<file path="src/rtl/puf_pkg.sv">
// Shared definitions for the PUF response transmitter.
//   RESP_W               : width of one PUF response word
//   CLKS_PER_BIT_DEFAULT : 100 MHz / 115200 baud
//   tx_state_t           : serialiser states (PARITY only used when
//                          PUF_RESP_TX_PARITY_EN is defined)
package puf_pkg;

   localparam int RESP_W               = 8;
   localparam int CLKS_PER_BIT_DEFAULT = 868;

   typedef enum logic [2:0] {
      IDLE   = 3'd0,
      START  = 3'd1,
      DATA   = 3'd2,
      PARITY = 3'd3,
      STOP   = 3'd4
   } tx_state_t;

endpackage

</file>
<file path="src/rtl/puf_resp_fifo.sv">
// Small synchronous FIFO holding captured responses until the UART
// serialiser is free.
// Ports:
//   clk, rst (async, active low)
//   push/wr_data : enqueue request; accepted when not full, or when full
//                  and a pop happens in the same cycle
//   pop          : dequeue request (ignored when empty)
//   rd_data      : current head word (combinational read)
//   full, empty  : occupancy flags
//   count        : occupancy, 0..DEPTH
module puf_resp_fifo #(
   parameter int WIDTH = 8,
   parameter int DEPTH = 4
) (
   input  logic                     clk,
   input  logic                     rst,
   input  logic                     push,
   input  logic [WIDTH-1:0]         wr_data,
   input  logic                     pop,
   output logic [WIDTH-1:0]         rd_data,
   output logic                     full,
   output logic                     empty,
   output logic [$clog2(DEPTH):0]   count
);
   localparam int PTR_W = $clog2(DEPTH);
   localparam int CNT_W = $clog2(DEPTH) + 1;

   logic [WIDTH-1:0] mem_q [DEPTH];
   logic [PTR_W-1:0] wr_ptr_q, wr_ptr_d;
   logic [PTR_W-1:0] rd_ptr_q, rd_ptr_d;
   logic [CNT_W-1:0] count_q, count_d;
   logic             do_push, do_pop;

   assign full    = (count_q == CNT_W'(DEPTH));
   assign empty   = (count_q == '0);
   assign count   = count_q;
   assign rd_data = mem_q[rd_ptr_q];

   always_comb begin
      do_pop   = pop & ~empty;
      // A full FIFO can still take a word if the head leaves this cycle.
      do_push  = push & (~full | do_pop);
      wr_ptr_d = wr_ptr_q;
      rd_ptr_d = rd_ptr_q;
      count_d  = count_q;
      if (do_push) wr_ptr_d = wr_ptr_q + PTR_W'(1);
      if (do_pop)  rd_ptr_d = rd_ptr_q + PTR_W'(1);
      case ({do_push, do_pop})
         2'b10:   count_d = count_q + CNT_W'(1);
         2'b01:   count_d = count_q - CNT_W'(1);
         default: count_d = count_q;
      endcase
   end

   always_ff @(posedge clk or negedge rst) begin
      if (!rst) begin
         wr_ptr_q <= '0;
         rd_ptr_q <= '0;
         count_q  <= '0;
      end else begin
         wr_ptr_q <= wr_ptr_d;
         rd_ptr_q <= rd_ptr_d;
         count_q  <= count_d;
      end
   end

   // Storage needs no reset: the pointers define which entries are valid.
   always_ff @(posedge clk) begin
      if (do_push) mem_q[wr_ptr_q] <= wr_data;
   end

endmodule

</file>
<file path="src/rtl/puf_response_tx.sv">
// Consumer end of the PUF response path. Captures each completed response
// once (rising edge of ready_to_read), queues it, and sends it to the host
// as a UART frame, LSB first.
// Ports:
//   clk, rst (async, active low)
//   response, ready_to_read : word and completion flag from response buffer
//   tx         : UART serial output, idle high, registered
//   busy       : frame in flight or queue non-empty
//   overflow   : sticky, a capture was dropped because the queue was full
//   fifo_count : queue occupancy
// Build option: define PUF_RESP_TX_PARITY_EN for 8E1 framing (adds an even
// parity bit); otherwise frames are 8N1.
module puf_response_tx
   import puf_pkg::*;
#(
   parameter int CLKS_PER_BIT = CLKS_PER_BIT_DEFAULT,
   parameter int FIFO_DEPTH   = 4
) (
   input  logic                          clk,
   input  logic                          rst,
   input  logic [RESP_W-1:0]             response,
   input  logic                          ready_to_read,
   output logic                          tx,
   output logic                          busy,
   output logic                          overflow,
   output logic [$clog2(FIFO_DEPTH):0]   fifo_count
);
   localparam int                BAUD_W    = $clog2(CLKS_PER_BIT);
   localparam logic [BAUD_W-1:0] BAUD_LAST = BAUD_W'(CLKS_PER_BIT - 1);

   tx_state_t          state_q, state_d;
   logic [BAUD_W-1:0]  baud_q, baud_d;
   logic [2:0]         bit_idx_q, bit_idx_d;
   logic [RESP_W-1:0]  shreg_q, shreg_d;
   logic               tx_q, tx_d;
   logic               rdy_q, rdy_d;
   logic               armed_q, armed_d;
   logic               overflow_q, overflow_d;

   logic               capture, pop, baud_last;
   logic               fifo_full, fifo_empty;
   logic [RESP_W-1:0]  fifo_rd_data;

   // armed_q is low only in the first cycle after reset release, so a
   // ready_to_read already high at release is not mistaken for an edge.
   assign capture = ready_to_read & ~rdy_q & armed_q;

   puf_resp_fifo #(
      .WIDTH (RESP_W),
      .DEPTH (FIFO_DEPTH)
   ) u_fifo (
      .clk     (clk),
      .rst     (rst),
      .push    (capture),
      .wr_data (response),
      .pop     (pop),
      .rd_data (fifo_rd_data),
      .full    (fifo_full),
      .empty   (fifo_empty),
      .count   (fifo_count)
   );

   // State register
   always_ff @(posedge clk or negedge rst) begin
      if (!rst) begin
         state_q    <= IDLE;
         baud_q     <= '0;
         bit_idx_q  <= '0;
         shreg_q    <= '0;
         tx_q       <= 1'b1;
         rdy_q      <= 1'b0;
         armed_q    <= 1'b0;
         overflow_q <= 1'b0;
      end else begin
         state_q    <= state_d;
         baud_q     <= baud_d;
         bit_idx_q  <= bit_idx_d;
         shreg_q    <= shreg_d;
         tx_q       <= tx_d;
         rdy_q      <= rdy_d;
         armed_q    <= armed_d;
         overflow_q <= overflow_d;
      end
   end

   // Next-state logic
   always_comb begin
      state_d   = state_q;
      baud_d    = baud_q;
      bit_idx_d = bit_idx_q;
      shreg_d   = shreg_q;
      pop       = 1'b0;
      baud_last = (baud_q == BAUD_LAST);
      rdy_d     = ready_to_read;
      armed_d   = 1'b1;
      case (state_q)
         IDLE: begin
            baud_d = '0;
            if (!fifo_empty) begin
               pop     = 1'b1;
               shreg_d = fifo_rd_data;
               state_d = START;
            end
         end
         START: begin
            baud_d = baud_q + BAUD_W'(1);
            if (baud_last) begin
               baud_d    = '0;
               bit_idx_d = '0;
               state_d   = DATA;
            end
         end
         DATA: begin
            baud_d = baud_q + BAUD_W'(1);
            if (baud_last) begin
               baud_d = '0;
               if (bit_idx_q == 3'd7) begin
`ifdef PUF_RESP_TX_PARITY_EN
                  state_d = PARITY;
`else
                  state_d = STOP;
`endif
               end else begin
                  bit_idx_d = bit_idx_q + 3'd1;
               end
            end
         end
`ifdef PUF_RESP_TX_PARITY_EN
         PARITY: begin
            baud_d = baud_q + BAUD_W'(1);
            if (baud_last) begin
               baud_d  = '0;
               state_d = STOP;
            end
         end
`endif
         STOP: begin
            baud_d = baud_q + BAUD_W'(1);
            if (baud_last) begin
               baud_d  = '0;
               state_d = IDLE;
            end
         end
         default: begin
            baud_d  = '0;
            state_d = IDLE;
         end
      endcase
      // A word that arrives while the queue is full and not draining is lost.
      overflow_d = overflow_q | (capture & fifo_full & ~pop);
   end

   // Output logic: tx level for the current state, registered into tx_q so
   // the pin lags the state by one cycle.
   always_comb begin
      tx_d = 1'b1;
      case (state_q)
         IDLE:    tx_d = 1'b1;
         START:   tx_d = 1'b0;
         DATA:    tx_d = shreg_q[bit_idx_q];
`ifdef PUF_RESP_TX_PARITY_EN
         PARITY:  tx_d = ^shreg_q;
`endif
         STOP:    tx_d = 1'b1;
         default: tx_d = 1'b1;
      endcase
   end

   assign tx       = tx_q;
   assign overflow = overflow_q;
   assign busy     = (state_q != IDLE) | (|fifo_count);

endmodule

</file>
<file path="config.mk">
export PLATFORM = sky130hd
export DESIGN_NAME = puf_response_tx
export DESIGN_NICKNAME = d
export VERILOG_FILES = /design/src/rtl/puf_pkg.sv /design/src/rtl/puf_resp_fifo.sv /design/src/rtl/puf_response_tx.sv
export SDC_FILE = /design/constraint.sdc
export NUM_CORES = 1
export LEC_CHECK = 0
export CAP_MARGIN = 20
export CORE_ASPECT_RATIO = 0.8
export CORE_MARGIN = 4
export CORE_UTILIZATION = 55
export CTS_CLUSTER_DIAMETER = 100
export DETAILED_ROUTE_END_ITERATION = 16
export DONT_BUFFER_PORTS = 1
export GPL_ROUTABILITY_DRIVEN = 0
export PLACE_DENSITY = 0.7
export SETUP_SLACK_MARGIN = 0.4
export SLEW_MARGIN = 20
export SYNTH_ARGS = -nofsm -noshare
export SYNTH_HDL_FRONTEND = slang
export SYNTH_SLANG_ARGS = --single-unit
</file>
<file path="constraint.sdc">
create_clock -name clk -period 2.55 [get_ports clk]
set_input_delay 0.51 -clock clk [delete_from_list [all_inputs] [get_ports clk]]
set_output_delay 0.51 -clock clk [all_outputs]
set_load 0.01 [all_outputs]
</file>
==> implementation parameters, run 1 <==
Parameter                              Value

Synthesis
  Most frequent cell after synthesis    dfrtp_1
  Compound-cell area share of the yosys netlist    3.65%
  Area share of the leading cell type in the synthesized netlist    32.6%
  Number of synthesized flops with an enable pin    32
  Cell types with the largest area share after synthesis    edfxtp_1, dfrtp_1, mux4_2
  Mapped Cells    200
  Post-Syn Nets    219
  Post-synthesis sequential area ratio    62.4%
  Commonest cells post-synth    dfrtp_1, edfxtp_1, nor2_1
  Area of the mapped netlist    2940 um^2
  Ys async rst share    52.2%
  Fraction of the mapped netlist area in adder cells    3.65%
  Main combinational cell family by area after synthesis    multiplexers
  Synthesized-area fraction occupied by xor and xnor cells    4.46%
  Simple-gate portion of the synthesized area    11.4%
  Flip-flop cell with the highest count after synthesis    dfrtp_1
  Number of distinct library cell variants in the gate-level netlist after synthesis    42
  Warnings from Yosys    0
  Multiplexer share of the synthesized area    11.6%
  Synthesized area divided by synthesized cell count    14.7 um^2
  Cell type with the highest aggregate area in the netlist    edfxtp_1
  Number of synthesized register bits    67

Power
  Switching fraction of total power    24.1%
  Leakage power summed over all cells    1.22 nW
  Maximum vdd ir drop    0.692 mV
  Proportion of power drawn by the clock network    38.0%
  Part of the total power dissipated in sequential elements    53.4%
  Sw power    0.585 mW
  Logic gate share of total power    8.6%
  Internal power consumption    1.84 mW
  Power density over the cells    755 nW/um^2

Clocking
  Clock tree from TritonCTS    yes
  Number of sinks on the clock net    67
  Clock buffer count from CTS    9
  Number of setup buffers added after CTS    0
  Clock edge transition at the registers on the reported setup and hold paths    0.07 ns
  Max Buffers Root-to-Sink    2
  Clk Tree Root Cell    clkbuf_8
  CTS H-tree depth    3
  Insertion delay to the later sink of the worst-skew pair    0.33 ns

Drt
  Routed via count divided by cell count    5.67
  DRC Markers    0
  Detailed-route wire length per cell    17.7 um
  Post-detailed-routing wire length    4.85 mm
  Drt first-iter violations    117
  Antenna-violating nets left    0
  Pre-Repair DR Iteration Count    4
  Total vias in the final route    1549

Floorplan
  Placeable core region    5090 um^2
  Initial core utilization    57.8%
  Chip Width    89.8 um
  Chip height    73.4 um
  Floorplan row count    23
  IO Count    17
  Total die area    6590 um^2

Job
  MaxCap Viol Count    0

Timing
  RSZ-0062 raised after global routing    true
  Maximum frequency from static timing analysis    488 MHz
  Final count of negative-setup-slack endpoints    0
  Total count of max-transition violations in the final report    0
  Worst Max-Slew Pin Slew    0.568 ns
  Accumulated negative setup slack    0 ns
  Rel. slew slack    62.2%
  Final Skew    0.00811 ns
  Count of endpoints failing hold in the final timing report    0
  Final Cycle Share    80.3%
  Time the worst path needs with I/O delays and setup    2.05 ns

Place
  Count of port buffers added during placement    0
  DP HPWL    3.35 mm

Min path
  Hold Path Stages    0
  Worst hold path class    in -> reg

Finish
  Share of post-route cells with drive strength above 1    19.9%
  Antenna Diode Count    0
  Net total in the final layout    225
  Final core occ    63.1%
  Synthesis-to-finish area growth    9.09%

Outcome
  Run status    finished, final reports clean

Critical path
  Type of element capturing the critical path    flip-flop
  Path depth of the worst reg2reg path    7
  WP data required    2.76 ns
  Class of the most critical setup path    reg -> reg
  Worst path arrival time    2.26 ns
  Maximum fanout along the worst path    9
  Critical path launch point type    flip-flop

Global route
  Number of global-route vias before repair    1630
  Maximum number of pins on one net before global-route repair    36
  Global-route wire length before repair    8.12 mm
  Number of antenna violations at the first check in global routing    0
  Global-route usage over all layers    16.4%
  Final global-route overflow total    0
[critical path: stages (launching register included)]
cell and delay, ns:
dfrtp_1 0.48, or3_4 0.45, nor2_4 0.10, nand2_1 0.07, fa_1 0.40, a21oi_1 0.16
a21boi_1 0.11, xnor2_1 0.15
[power groups by stage]
stage	sequential [mW]	clock [mW]	combinational (mW)
4_1_cts	1.30	0.947	0.212
3_5_place_dp	1.32	0	0.193
6_report	1.30	0.922	0.208
2_1_floorplan	1.30	0	0.150
5_1_grt	1.31	0.994	0.237
3_3_place_gp	1.31	0	0.172
[stage by stage]
stage          cells  hold WS, ns  instance area (um^2)  power, mW  setup slack (ns)
2_1_floorplan    200        0.214                  2940       1.45             0.417
3_3_place_gp     255        0.216                  2970       1.48             0.616
3_5_place_dp     255        0.215                  2970       1.51             0.517
4_1_cts          273        0.179                  3210       2.46             0.455
5_1_grt          273        0.173                  3210       2.54             0.391
6_report         273        0.200                  3210       2.43             0.502
[routing by layer]
metal | GRT usage, % | vias to the layer above | wire (um)
li1 | - | 741 | -
met4 | 5.78 | 0 | 56
met5 | 0 | - | 0
met3 | 6.76 | 5 | 216
met2 | 25.2 | 27 | 2200
met1 | 21.3 | 776 | 2370
[cells in the final DEF, fill, tap and decap left out, types with 2 or more instances in the layout]
cell and instances:
mux2_2 9, xor2_1 7, nand4_1 3, inv_1 5, nand3_1 8, nand2_1 8
edfxtp_1 32, a22o_1 3, a21oi_1 3, nor2_1 14, o21ai_0 3, xnor2_1 8
mux4_2 8, nor3b_1 3, bufinv_16 2, clkbuf_8 9, nand3b_1 4, and3_1 3
dfrtp_1 34, or3_1 2, clkinv_1 2, and2_2 3, mux2i_1 6, ha_1 7
nor3_1 3
[area by class of cell]
cell class	count	area [um^2]
clock buffers	10	128
clock inverters	6	80.1
fillers	384	1880
inverters	5	18.8
multi-input cells	120	1030
flip-flops and latches	67	1840
well taps	62	77.6
repair buffers	3	37.5
[cell families after synthesis]
kind of cell / count (synthesis)
compound gates: 14
xor+xnor: 15
fa+ha+maj: 8
buf+inv: 13
flops: 67
mux: 23
other cells: 1
simple gates: 59
[worst paths after layout]
path                                   startpoint                           to  slack, ns
setup / recovery           state_q[1]$_DFFE_PN0P_  u_fifo.count[2]$_DFFE_PN0P_       0.50
max in group asynchronous                     rst                 tx$_DFF_PN1_       1.69
min in group asynchronous                     rst     bit_idx_q[0]$_DFFE_PN0P_       0.62
hold reg to reg               baud_q[0]$_DFF_PN0_          baud_q[0]$_DFF_PN0_       0.51
hold / removal                      ready_to_read              rdy_q$_DFF_PN0_       0.20
setup reg to reg           state_q[1]$_DFFE_PN0P_  u_fifo.count[2]$_DFFE_PN0P_       0.50
[sequential cells by signal, summed over array words and instances, names as in the netlist]
| name | flops |
|---|---|
| u_fifo.mem_q | 32 |
| state_q | 3 |
| rdy_q | 1 |
| u_fifo.rd_ptr_q | 2 |
| u_fifo.wr_ptr_q | 2 |
| baud_q | 10 |
| overflow | 1 |
| tx | 1 |
| armed_q | 1 |
| u_fifo.count | 3 |
| shreg_q | 8 |
| bit_idx_q | 3 |
[timing repair]
item                                    in CTS  in global routing
hold buffers                                 2                  0
hold endpoints to repair                    35                  0
gates resized for setup                      0                  4
endpoints found under the setup margin       0                 22
Power figures use the tool's default switching activity.
==> run 2: changes to the inputs <==
Clock period 2.55 ns to 2.1 ns, I/O delays scaled along.
==> run 2 against run 1 <==
Sequential share of layout area is 2.4 points lower. Cell count is 4.8% higher. Clock power is 7.8% higher. Combinational power is 34% higher. Flip-flop and latch count stayed put.
==> implementation parameters, run 2 (synthesized netlist as in run 1, its figures left out) <==
Parameter                              Value

Outcome
  Run status    finished, final reports clean

Global route
  Maximum number of pins on one net before global-route repair    36
  Global-route usage over all layers    17.9%
  Global-route wire length before repair    8.89 mm
  Number of antenna violations at the first check in global routing    0
  Number of global-route vias before repair    1820
  Final global-route overflow total    0

Floorplan
  Initial core utilization    57.8%
  Placeable core region    5090 um^2
  Chip Width    89.8 um
  Floorplan row count    23
  Total die area    6590 um^2
  Chip height    73.4 um
  IO Count    17

Drt
  Pre-Repair DR Iteration Count    4
  Antenna-violating nets left    0
  DRC Markers    0
  Drt first-iter violations    107
  Detailed-route wire length per cell    18.2 um
  Total vias in the final route    1658
  Routed via count divided by cell count    5.80
  Post-detailed-routing wire length    5.20 mm

Power
  Sw power    0.710 mW
  Maximum vdd ir drop    0.790 mV
  Logic gate share of total power    9.8%
  Switching fraction of total power    24.9%
  Proportion of power drawn by the clock network    34.9%
  Power density over the cells    848 nW/um^2
  Internal power consumption    2.14 mW
  Leakage power summed over all cells    1.27 nW
  Part of the total power dissipated in sequential elements    55.4%

Min path
  Worst hold path class    in -> reg

Finish
  Antenna Diode Count    0
  Share of post-route cells with drive strength above 1    30.8%
  Register bank with the most flops    u_fifo.mem_q
  Commonest non-fill, non-tap cells in the layout    edfxtp_1, dfrtp_1, nor2_1, buf_4, clkbuf_8
  Final core occ    66.0%
  Synthesis-to-finish area growth    14.2%
  Net total in the final layout    238
  Largest register FFs    32
  Largest registers ranked by flip-flop count    u_fifo.mem_q x32, baud_q x10, shreg_q x8
  Final std cell area, no fill    3360 um^2
  Most common cell after layout, fill and taps aside    edfxtp_1

Timing
  Worst Max-Slew Pin Slew    0.521 ns
  Rel. slew slack    65.2%
  Min Hold Slack    0.104 ns
  Total count of max-transition violations in the final report    0
  Maximum frequency from static timing analysis    549 MHz
  Count of endpoints failing hold in the final timing report    0
  RSZ-0062 raised after global routing    true
  Accumulated negative setup slack    0 ns
  Time the worst path needs with I/O delays and setup    1.82 ns
  Final count of negative-setup-slack endpoints    0
  Final Skew    0.00922 ns
  Final Cycle Share    86.7%

Place
  DP HPWL    3.60 mm
  Area of placed instances    3020 um^2
  Count of port buffers added during placement    0

Critical path
  Worst path arrival time    1.40 ns
  WP data required    1.68 ns
  Class of the most critical setup path    reg -> out
  Maximum fanout along the worst path    3
  Critical path launch point type    flip-flop
  Type of element capturing the critical path    output port
  Reg2Reg Setup Slack    0.30 ns

Clocking
  Clock tree from TritonCTS    yes
  Insertion delay to the later sink of the worst-skew pair    0.34 ns
  Clock buffer count from CTS    9
  Number of sinks on the clock net    67
  Clock edge transition at the registers on the reported setup and hold paths    0.07 ns
  Max Buffers Root-to-Sink    2
  CTS H-tree depth    3
  Clk Tree Root Cell    clkbuf_8

Job
  MaxCap Viol Count    0
[run 2: cell types whose count changed in the layout (fill, tap and decap cells not counted), sizes merged]
cell and delta:
bufinv -1, clkinv -1, clkinvlp -1, clkbuf +3
buf +13
[run 2: final cells by class]
class / count / area [um^2]
Multi-Input combinational cell: 120 / 1110
Tap cell: 62 / 77.6
Clock inverter: 3 / 40.0
Fill cell: 370 / 1730
Clock buffer: 13 / 139
Sequential cell: 67 / 1840
Inverter: 5 / 18.8
Timing Repair Buffer: 16 / 139
[run 2: path summary, 6_finish.rpt]
| path | cells after the start | from | to |
|---|---|---|---|
| min in group asynchronous | 2 | rst | bit_idx_q[0]$_DFFE_PN0P_ |
| max | 2 | state_q[2]$_DFFE_PN0P_ | busy |
| max reg2reg | 7 | state_q[2]$_DFFE_PN0P_ | u_fifo.count[2]$_DFFE_PN0P_ |
| min | 0 | ready_to_read | rdy_q$_DFF_PN0_ |
| max in group asynchronous | 2 | rst | tx$_DFF_PN1_ |
| min reg2reg | 1 | shreg_q[6]$_DFFE_PN0N_ | shreg_q[6]$_DFFE_PN0N_ |
[run 2: worst max-delay path, cell delays in order, from the launching register on]
cell and delay (ns):
dfrtp_2 0.42, nor3_1 0.44, nand2_1 0.20
[run 2: power by group through the flow]
| stage | logic (mW) | registers (mW) | clock network (mW) |
|---|---|---|---|
| detailed placement | 0.252 | 1.60 | 0 |
| floorplan | 0.195 | 1.58 | 0 |
| CTS | 0.277 | 1.58 | 1.01 |
| global route | 0.317 | 1.59 | 1.07 |
| finish | 0.278 | 1.58 | 0.994 |
| global placement | 0.225 | 1.59 | 0 |
[run 2: per-layer routing]
layer / up-vias / GRT usage [%] / share of wire [%]
li1: 763 / - / -
met1: 845 / 21.3 / 43
met2: 38 / 30.0 / 49
met3: 12 / 6.04 / 5.7
met4: 0 / 8.16 / 1.8
met5: - / 0 / 0
[run 2: what timing repair did]
action,4_1_cts,5_1_grt
hold buffers,2,0
endpoints found under the setup margin,47,36
pin swaps,3,5
gates resized for setup,11,7
buffers inserted,7,2
gates cloned,0,0
endpoints found under the hold margin,35,0
[run 2: per-stage QoR]
| step | setup WS (ns) | total power [mW] | cells |
|---|---|---|---|
| after floorplan | 0.0675 | 1.77 | 200 |
| after global placement | 0.287 | 1.82 | 259 |
| after detailed placement | 0.211 | 1.85 | 259 |
| after CTS | 0.281 | 2.87 | 284 |
| after global routing | 0.183 | 2.98 | 286 |
| final | 0.279 | 2.85 | 286 |
